--- src/rtl/muu_response_merge512_pkg.sv ---
// muu_response_merge512_pkg
// Shared definitions for the MUU response merge path. The request splitter
// decodes the same fields, so both blocks take them from here.
//   - widths of the meta, key, value and network beat buses
//   - meta_t: field layout of the packed response metadata word
//   - state_t: merge FSM encodings (state[1:0] is exported on _debug)
//   - header beat assembly helpers
package muu_response_merge512_pkg;

    localparam int NET_META_WIDTH = 64;
    localparam int OPS_META_WIDTH = 96;
    localparam int USER_BITS      = 3;
    localparam int VALUE_WIDTH    = 512;
    localparam int KEY_WIDTH      = 64;
    localparam int META_WIDTH     = NET_META_WIDTH + OPS_META_WIDTH + USER_BITS;
    localparam int BEAT_WIDTH     = VALUE_WIDTH + KEY_WIDTH;

    // Header beat field positions
    localparam int HDR_NETMETA_LSB = 512;
    localparam int HDR_LOADLEN_LSB = 32;
    localparam int HDR_OPCODE_LSB  = 24;
    localparam int HDR_PEERID_LSB  = 16;
    localparam int HDR_HDRB_LSB    = 32;
    localparam int HDR_HDRA_LSB    = 0;

    typedef struct packed {
        logic [2:0]  userid;
        logic [3:0]  rsvd;
        logic [3:0]  opc_lo;
        logic [7:0]  opcode;
        logic [15:0] hdr_b;
        logic [31:0] hdr_a;
        logic [7:0]  peerid;
        logic [7:0]  keylen;
        logic [15:0] vallen;
        logic [63:0] net_meta;
    } meta_t;

    typedef enum logic [2:0] {
        ST_IDLE  = 3'd0,
        ST_HDR0  = 3'd1,
        ST_HDR1  = 3'd2,
        ST_HDR2  = 3'd3,
        ST_KEY   = 3'd4,
        ST_VALUE = 3'd5,
        ST_PAD   = 3'd6,
        ST_DRAIN = 3'd7
    } state_t;

    // Any non-zero keylen means exactly one key beat.
    function automatic logic [15:0] calc_loadlen(input logic [7:0] keylen,
                                                 input logic [15:0] vallen);
        return vallen + {15'd0, (keylen != 8'd0)};
    endfunction

    function automatic logic [BEAT_WIDTH-1:0] hdr0_beat(input logic [63:0] net_meta,
                                                        input logic [15:0] loadlen,
                                                        input logic [7:0]  opcode,
                                                        input logic [7:0]  peerid);
        logic [BEAT_WIDTH-1:0] b;
        b = '0;
        b[HDR_NETMETA_LSB +: 64] = net_meta;
        b[HDR_LOADLEN_LSB +: 16] = loadlen;
        b[HDR_OPCODE_LSB  +: 8]  = opcode;
        b[HDR_PEERID_LSB  +: 8]  = peerid;
        return b;
    endfunction

    function automatic logic [BEAT_WIDTH-1:0] hdr2_beat(input logic [15:0] hdr_b,
                                                        input logic [31:0] hdr_a);
        logic [BEAT_WIDTH-1:0] b;
        b = '0;
        b[HDR_HDRB_LSB +: 16] = hdr_b;
        b[HDR_HDRA_LSB +: 32] = hdr_a;
        return b;
    endfunction

endpackage

--- src/rtl/muu_response_merge512_outreg.sv ---
// muu_axis_outreg576
// One-deep AXI-Stream output register. Takes a new beat whenever the register
// is empty or its current beat is being consumed, so it sustains one beat per
// cycle and holds every output steady while stalled.
// Ports:
//   clk, rst                 clock, synchronous active-high reset
//   in_valid/in_data/in_last/in_user   beat offered by the producer
//   in_ready                 register can take a beat this cycle
//   m_axis_*                 registered stream towards the network TX path
module muu_axis_outreg576
    import muu_response_merge512_pkg::*;
(
    input  logic                  clk,
    input  logic                  rst,
    input  logic                  in_valid,
    input  logic [BEAT_WIDTH-1:0] in_data,
    input  logic                  in_last,
    input  logic [USER_BITS-1:0]  in_user,
    output logic                  in_ready,
    output logic [BEAT_WIDTH-1:0] m_axis_tdata,
    output logic                  m_axis_tvalid,
    output logic                  m_axis_tlast,
    output logic [USER_BITS-1:0]  m_axis_tuserid,
    input  logic                  m_axis_tready
);

    assign in_ready = !m_axis_tvalid || m_axis_tready;

    // Payload only moves when a beat is actually loaded, so a drained register
    // keeps its last contents with tvalid low.
    always_ff @(posedge clk) begin
        if (rst) begin
            m_axis_tvalid  <= 1'b0;
            m_axis_tlast   <= 1'b0;
            m_axis_tdata   <= '0;
            m_axis_tuserid <= '0;
        end else if (in_ready) begin
            m_axis_tvalid <= in_valid;
            if (in_valid) begin
                m_axis_tdata   <= in_data;
                m_axis_tlast   <= in_last;
                m_axis_tuserid <= in_user;
            end
        end
    end

endmodule

--- src/rtl/muu_response_merge512.sv ---
// muu_response_merge512
// Merges a response meta word, an optional 64-bit key and a 512-bit value
// stream into one 576-bit network packet: HDR0, HDR1, HDR2, [KEY], VALUE...
// A value stream shorter than the header length is padded with zero beats;
// a longer one is drained and discarded.
// Ports:
//   clk, rst                             clock, synchronous active-high reset
//   meta_data/meta_valid/meta_ready      response metadata handshake
//   key_data/key_valid/key_last/key_ready    key word handshake
//   value_data/value_valid/value_last/value_ready  value stream handshake
//   m_axis_*                             packet stream to the network
//   _debug                               [3:2] state[1:0], [1:0]=3 on a
//                                        length-mismatch cycle
module muu_response_merge512
    import muu_response_merge512_pkg::*;
(
    input  logic                   clk,
    input  logic                   rst,
    input  logic [META_WIDTH-1:0]  meta_data,
    input  logic                   meta_valid,
    output logic                   meta_ready,
    input  logic [KEY_WIDTH-1:0]   key_data,
    input  logic                   key_valid,
    input  logic                   key_last,
    output logic                   key_ready,
    input  logic [VALUE_WIDTH-1:0] value_data,
    input  logic                   value_valid,
    input  logic                   value_last,
    output logic                   value_ready,
    output logic [BEAT_WIDTH-1:0]  m_axis_tdata,
    output logic                   m_axis_tvalid,
    output logic                   m_axis_tlast,
    output logic [USER_BITS-1:0]   m_axis_tuserid,
    input  logic                   m_axis_tready,
    output logic [3:0]             _debug
);

    state_t                state;
    meta_t                 meta_q;
    logic [15:0]           valleft;
    logic                  dbg_flag;
    logic                  out_free;
    logic                  beat_valid;
    logic [BEAT_WIDTH-1:0] beat_data;
    logic                  beat_last;
    logic                  has_key;
    logic [15:0]           loadlen;
    logic [2:0]            state_bits;
    logic                  unused_bits;

    assign has_key    = (meta_q.keylen != 8'd0);
    assign loadlen    = calc_loadlen(meta_q.keylen, meta_q.vallen);
    assign state_bits = 3'(state);
    assign _debug     = {state_bits[1:0], dbg_flag, dbg_flag};

    // The key is always a single beat, so key_last carries no information.
    assign unused_bits = ^{key_last, meta_q.rsvd, meta_q.opc_lo, state_bits[2]};

    // DRAIN discards beats, so it does not need room in the output register.
    assign meta_ready  = !rst && (state == ST_IDLE) && meta_valid;
    assign key_ready   = !rst && (state == ST_KEY) && out_free;
    assign value_ready = !rst && (((state == ST_VALUE) && out_free) || (state == ST_DRAIN));

    // Beat offered to the output register in the current state.
    always_comb begin
        beat_valid = 1'b0;
        beat_data  = '0;
        beat_last  = 1'b0;
        case (state)
            ST_HDR0: begin
                beat_valid = 1'b1;
                beat_data  = hdr0_beat(meta_q.net_meta, loadlen, meta_q.opcode, meta_q.peerid);
            end
            ST_HDR1: beat_valid = 1'b1;
            ST_HDR2: begin
                beat_valid = 1'b1;
                beat_data  = hdr2_beat(meta_q.hdr_b, meta_q.hdr_a);
                beat_last  = (loadlen == 16'd0);
            end
            ST_KEY: begin
                beat_valid = key_valid;
                beat_data  = {{VALUE_WIDTH{1'b0}}, key_data};
                beat_last  = (meta_q.vallen == 16'd0);
            end
            ST_VALUE: begin
                beat_valid = value_valid;
                beat_data  = {{KEY_WIDTH{1'b0}}, value_data};
                beat_last  = (valleft == 16'd0);
            end
            ST_PAD: begin
                beat_valid = 1'b1;
                beat_last  = (valleft == 16'd0);
            end
            default: ;
        endcase
    end

    // valleft counts the value (or pad) beats still owed after the current
    // one. An early value_last switches to PAD with the remainder; a missing
    // value_last after the final beat switches to DRAIN.
    always_ff @(posedge clk) begin
        if (rst) begin
            state    <= ST_IDLE;
            meta_q   <= '0;
            valleft  <= '0;
            dbg_flag <= 1'b0;
        end else begin
            dbg_flag <= 1'b0;
            case (state)
                ST_IDLE: begin
                    if (meta_ready) begin
                        meta_q <= meta_t'(meta_data);
                        state  <= ST_HDR0;
                    end
                end
                ST_HDR0: if (out_free) state <= ST_HDR1;
                ST_HDR1: if (out_free) state <= ST_HDR2;
                ST_HDR2: begin
                    if (out_free) begin
                        if (loadlen == 16'd0) begin
                            state <= ST_IDLE;
                        end else if (has_key) begin
                            state <= ST_KEY;
                        end else begin
                            state   <= ST_VALUE;
                            valleft <= meta_q.vallen - 16'd1;
                        end
                    end
                end
                ST_KEY: begin
                    if (key_valid && key_ready) begin
                        if (meta_q.vallen == 16'd0) begin
                            state <= ST_IDLE;
                        end else begin
                            state   <= ST_VALUE;
                            valleft <= meta_q.vallen - 16'd1;
                        end
                    end
                end
                ST_VALUE: begin
                    if (value_valid && value_ready) begin
                        if (valleft == 16'd0) begin
                            state    <= value_last ? ST_IDLE : ST_DRAIN;
                            dbg_flag <= !value_last;
                        end else if (value_last) begin
                            state    <= ST_PAD;
                            valleft  <= valleft - 16'd1;
                            dbg_flag <= 1'b1;
                        end else begin
                            valleft <= valleft - 16'd1;
                        end
                    end
                end
                ST_PAD: begin
                    if (out_free) begin
                        if (valleft == 16'd0) state <= ST_IDLE;
                        else                  valleft <= valleft - 16'd1;
                    end
                end
                ST_DRAIN: begin
                    if (value_valid && value_ready && value_last) state <= ST_IDLE;
                end
                default: state <= ST_IDLE;
            endcase
        end
    end

    muu_axis_outreg576 u_outreg (
        .clk            (clk),
        .rst            (rst),
        .in_valid       (beat_valid),
        .in_data        (beat_data),
        .in_last        (beat_last),
        .in_user        (meta_q.userid),
        .in_ready       (out_free),
        .m_axis_tdata   (m_axis_tdata),
        .m_axis_tvalid  (m_axis_tvalid),
        .m_axis_tlast   (m_axis_tlast),
        .m_axis_tuserid (m_axis_tuserid),
        .m_axis_tready  (m_axis_tready)
    );

endmodule

--- config.mk ---
export PLATFORM = sky130hd
export DESIGN_NAME = muu_response_merge512
export DESIGN_NICKNAME = d
export VERILOG_FILES = /design/src/rtl/muu_response_merge512_pkg.sv /design/src/rtl/muu_response_merge512_outreg.sv /design/src/rtl/muu_response_merge512.sv
export SDC_FILE = /design/constraint.sdc
export NUM_CORES = 2
export LEC_CHECK = 0
export CAP_MARGIN = 20
export CORE_AREA = 5 5 513 515
export CTS_CLUSTER_DIAMETER = 150
export DETAILED_ROUTE_END_ITERATION = 16
export DIE_AREA = 0 0 518 520
export GPL_TIMING_DRIVEN = 0
export PLACE_DENSITY_LB_ADDON = 0.12
export SLEW_MARGIN = 20
export SYNTH_ARGS = -nofsm -noshare
export SYNTH_HDL_FRONTEND = slang
export SYNTH_SLANG_ARGS = --single-unit
--- constraint.sdc ---
create_clock -name clk -period 3.2 [get_ports clk]
set_clock_uncertainty 0.15 [all_clocks]
set_input_delay 0.64 -clock clk [delete_from_list [all_inputs] [get_ports clk]]
set_output_delay 0.64 -clock clk [all_outputs]
set_load 0.1 [all_outputs]
==> results <==
- The power per standard cell area is 802 nW/um2.
- The count of cells in the finished layout, fillers not included, comes to 8657.
- The number of vias per cell is 3.90.
- The wire length of the first global-routing pass is 324000 um.
- Measured in cells, the most critical reg-to-reg path has a length of 13.
- TritonCTS built the clock tree.
- The master of the slowest instance on the critical path is sky130_fd_sc_hd__clkdlybuf4s50_1.
- The detail route stage leaves a number of antenna-violating nets equal to 0.
- Hold is met by 0.289 ns.
- The share of post-route cells with drive strength above 1 is 0.0875.
- The core region area is 258000 um2.
- The netlist area before placement is 29300 um2.
- The number of antenna violations at the first check in global routing is 159.
- The number of cell rows is 187.
- The average wire per standard cell is 28.5 um.
- The data required time at the worst endpoint is 2.41 ns.
- The critical path is of the in -> out type.
- The launching element type of the critical path is an input port.
- The flow ran to the end, and the final reports show no timing, DRC or antenna violations.
- The floorplan step defined a die boundary enclosing 269000 um2.
- Before CTS, the worst setup slack after placement is -1.51 ns.
- In the layout the commonest cells are 1081 x sky130_fd_sc_hd__clkdlybuf4s50_1, 845 x sky130_fd_sc_hd__nand2_1, 745 x sky130_fd_sc_hd__dfxtp_1, 706 x sky130_fd_sc_hd__a21oi_1, 520 x sky130_fd_sc_hd__nand3_1.
- The die width is 518 um.
- The portion of synthesized cell area occupied by the leading cell type is 0.516.
- Headroom to the max-slew limit came out at 0.198.
- The portion of the post-synthesis area used by sequential elements is 0.516.
- The worst-case IR drop observed on VDD is 0.416 mV.
- The max-slew violation count is 0.
- The highest net fanout along the worst path is 10.
- Summed over all instances, the cell type with the most area after synthesis is sky130_fd_sc_hd__dfxtp_1.
- The startpoint of the most critical setup path is rst.
- The tightest min-delay check is of the in -> reg type.
- The measured slew at the worst slew-check pin is 1.21 ns.
- The library cell used most frequently in the layout, excluding fill and tap cells, is sky130_fd_sc_hd__clkdlybuf4s50_1.
- The final count of negative-setup-slack endpoints is 0.
- The final number of hold-violating endpoints came to 0.
- The design area is 51000 um2.
- The highest clock frequency the design can meet is 0.316 GHz.
- After synthesis, the mean cell area works out to 7.94 um2.
- For this run the aggregate overflow at the end of global routing stands at 0.
- The post-cts hold buffer count is 0.
- After clock tree synthesis, the clock-pin slew on the worst setup and hold paths is 0.06 ns.
- In this design, the critical path's most frequently occurring cell is sky130_fd_sc_hd__clkbuf_2.
- The critical path goes through clkdlybuf4s50_1 > clkbuf_2 > clkbuf_2 > nor4_4 > buf_6.
- The total wire length after detailed routing is 247000 um.
- The first routing iteration left 2229 violations.
- For this configuration, the core starts out at a cell density of 0.114.
- Counting every net in the synthesized netlist gives 4443.
- The number of max-cap violations is 0.
- The overall track demand over capacity in global routing is 0.175.
- The buffer levels on the longest clock path is 3.
- The gate count after technology mapping is 3691.
- The port buffer count is 1325.
- The half-perimeter wire length after detailed placement is 208000 um.
- For this block, the via count after detailed routing is 33700.
- Setup repair after global routing could not meet its margin everywhere.
- The worst stage delay on the critical path is 0.48 ns.
- Counting flops and latches in the post-synthesis netlist gives 756.
- The area overhead of the layout relative to synthesis is 73.8%.
- The worst hold path begins at meta_data[10].
- The kind of end point of the critical path is an output pin.
- The number of clock buffers added by TritonCTS is 104.
- The clock root buffer is sky130_fd_sc_hd__clkbuf_16.
- Entering global routing, the biggest net connects 16 pins.
- Among all flip-flop cells after synthesis, the most frequent one is sky130_fd_sc_hd__dfxtp_1.
- The final critical-path required period is 3.17 ns.
- The number of nets in the layout is 5891.
- The endpoint arrival time on the critical path is 2.38 ns.
- The clock network latency to the later pin of the worst-skew pair is 0.75 ns.
- The period utilization is 0.989.
- Summed over all cells, the static leakage comes to 17.8 nW.
- The count of flip-flops with a built-in enable after synthesis is 0.
- After detailed placement, the total cell area comes to 47000 um2.
- The worst hold path cell count is 3.
- The number of ports placed on the die boundary is 1335.
- The startpoint identified for the worst register-to-register timing path is meta_q[82].
- The final estimated routing congestion in global placement is 0.892.
- The clock sink total is 756.
- From bottom edge to top edge, the die measures 520 um.
- Of all flip-flops after synthesis, the portion carrying an async set or reset was 0.
- The number of cells after detailed placement is 8428.
- The worst path meets setup with 0.0339 ns of slack.
- The detailed-route DRC error count is 0.
- The number of iterations in the first detailed-routing pass is 8.
- The H-tree depth is 3.
- The via count of the first global-routing pass is 34000.
- Yosys attributes the largest share of cell area to sky130_fd_sc_hd__dfxtp_1 52%, sky130_fd_sc_hd__a21oi_1 12%, sky130_fd_sc_hd__nand2_1 11%.
- The number of warnings reported in the yosys synthesis log is 0.
- Yosys mapped the design onto 66 distinct sky130hd cell types.
final cells by class:
| class | count | area [um2] |
|---|---|---|
| clock inverter | 20 | 354 |
| multi-input combinational | 2576 | 13000 |
| timing repair buffer | 1342 | 13200 |
| fill | 29000 | 207000 |
| antenna | 33 | 82.6 |
| buffer | 353 | 1670 |
| tap | 3402 | 4260 |
| sequential | 756 | 15200 |
| clock buffer | 169 | 3180 |
| inverter | 6 | 27.5 |
power by group:
part / total, W / switching [W] / internal, W
clock network: 0.0122 / 0.00496 / 0.00725
logic: 0.0176 / 0.0132 / 0.00447
registers: 0.0110 / 0.000654 / 0.0104
total: 0.0409 / 0.0188 / 0.0221
final timing paths:
path / to / slack, ns
hold / removal: meta_q[10] / 0.29
setup reg to reg: valleft[11] / 0.12
setup / recovery: key_ready / 0.03
hold reg to reg: u_outreg.m_axis_tdata[526] / 0.30
synth_stat cells, types with 3 or more instances:
library cell and instances:
sky130_fd_sc_hd__a211oi_1 19, sky130_fd_sc_hd__a211oi_2 6, sky130_fd_sc_hd__a21oi_1 707, sky130_fd_sc_hd__a221oi_1 19, sky130_fd_sc_hd__a222oi_1 8, sky130_fd_sc_hd__a22oi_1 39, sky130_fd_sc_hd__a311oi_1 19, sky130_fd_sc_hd__a31oi_1 10
sky130_fd_sc_hd__and2_1 3, sky130_fd_sc_hd__buf_1 59, sky130_fd_sc_hd__buf_2 11, sky130_fd_sc_hd__buf_4 8, sky130_fd_sc_hd__clkbuf_1 273, sky130_fd_sc_hd__dfxtp_1 756, sky130_fd_sc_hd__ha_1 5, sky130_fd_sc_hd__inv_1 5
sky130_fd_sc_hd__mux2_2 25, sky130_fd_sc_hd__mux2i_1 28, sky130_fd_sc_hd__nand2_1 849, sky130_fd_sc_hd__nand2b_1 4, sky130_fd_sc_hd__nand3_1 523, sky130_fd_sc_hd__nand3b_1 6, sky130_fd_sc_hd__nand4_1 4, sky130_fd_sc_hd__nor2_1 127
sky130_fd_sc_hd__nor2b_1 3, sky130_fd_sc_hd__nor3_1 56, sky130_fd_sc_hd__nor3b_1 7, sky130_fd_sc_hd__nor4_1 5, sky130_fd_sc_hd__nor4_2 3, sky130_fd_sc_hd__o21ai_0 16, sky130_fd_sc_hd__o21ai_1 6, sky130_fd_sc_hd__o22ai_1 3
sky130_fd_sc_hd__or3_1 7, sky130_fd_sc_hd__xnor2_1 15, sky130_fd_sc_hd__xor2_1 14
critical path: cells and delay by family:
kind / cells / cell delay [ns]
buf+inv: 4 / 1.38
simple gates: 1 / 0.33
metrics by stage:
stage | TNS (ns) | utilization | power [W]
after floorplan | 0 | - | 0.0209
after global placement | -1605.52 | 0.181 | 0.0285
after detailed placement | -577.59 | 0.182 | 0.0287
after CTS | -0.0587 | 0.196 | 0.0415
after global routing | -0.360 | 0.197 | 0.0429
final | 0 | 0.197 | 0.0409
layer usage:
layer | vias to the layer above | track usage | wire length [um]
met4 | 102 | 0.0339 | 5360
met1 | 16200 | 0.193 | 94400
met2 | 1418 | 0.311 | 121000
li1 | 15700 | - | -
met5 | - | 0 | 668
met3 | 363 | 0.0789 | 24900
sequential cells by signal, indices dropped and copies added, names as in the netlist:
signal	count
u_outreg.m_axis_tuserid	3
meta_q	155
u_outreg.m_axis_tvalid	1
u_outreg.m_axis_tdata	576
valleft	16
dbg_flag	1
u_outreg.m_axis_tlast	1
state	3
what timing repair did:
| action | CTS | global route |
|---|---|---|
| cloned | 0 | 1 |
| pin swaps | 3 | 21 |
| gates resized for setup | 341 | 110 |
| setup buffers | 2 | 4 |
| hold endpoints to repair | 0 | 0 |
| endpoints found under the setup margin | 818 | 269 |
cell families after synthesis:
kind of cell / share of synthesized area
AO/OA/AOI/OAI: 0.166
XOR/XNOR: 0.00866
adder cells (fa/ha/maj): 0.00213
buffers and inverters: 0.0480
flip-flops: 0.516
multiplexers: 0.0197
AND/OR/NAND/NOR: 0.239
Power figures use the tool's default switching activity.
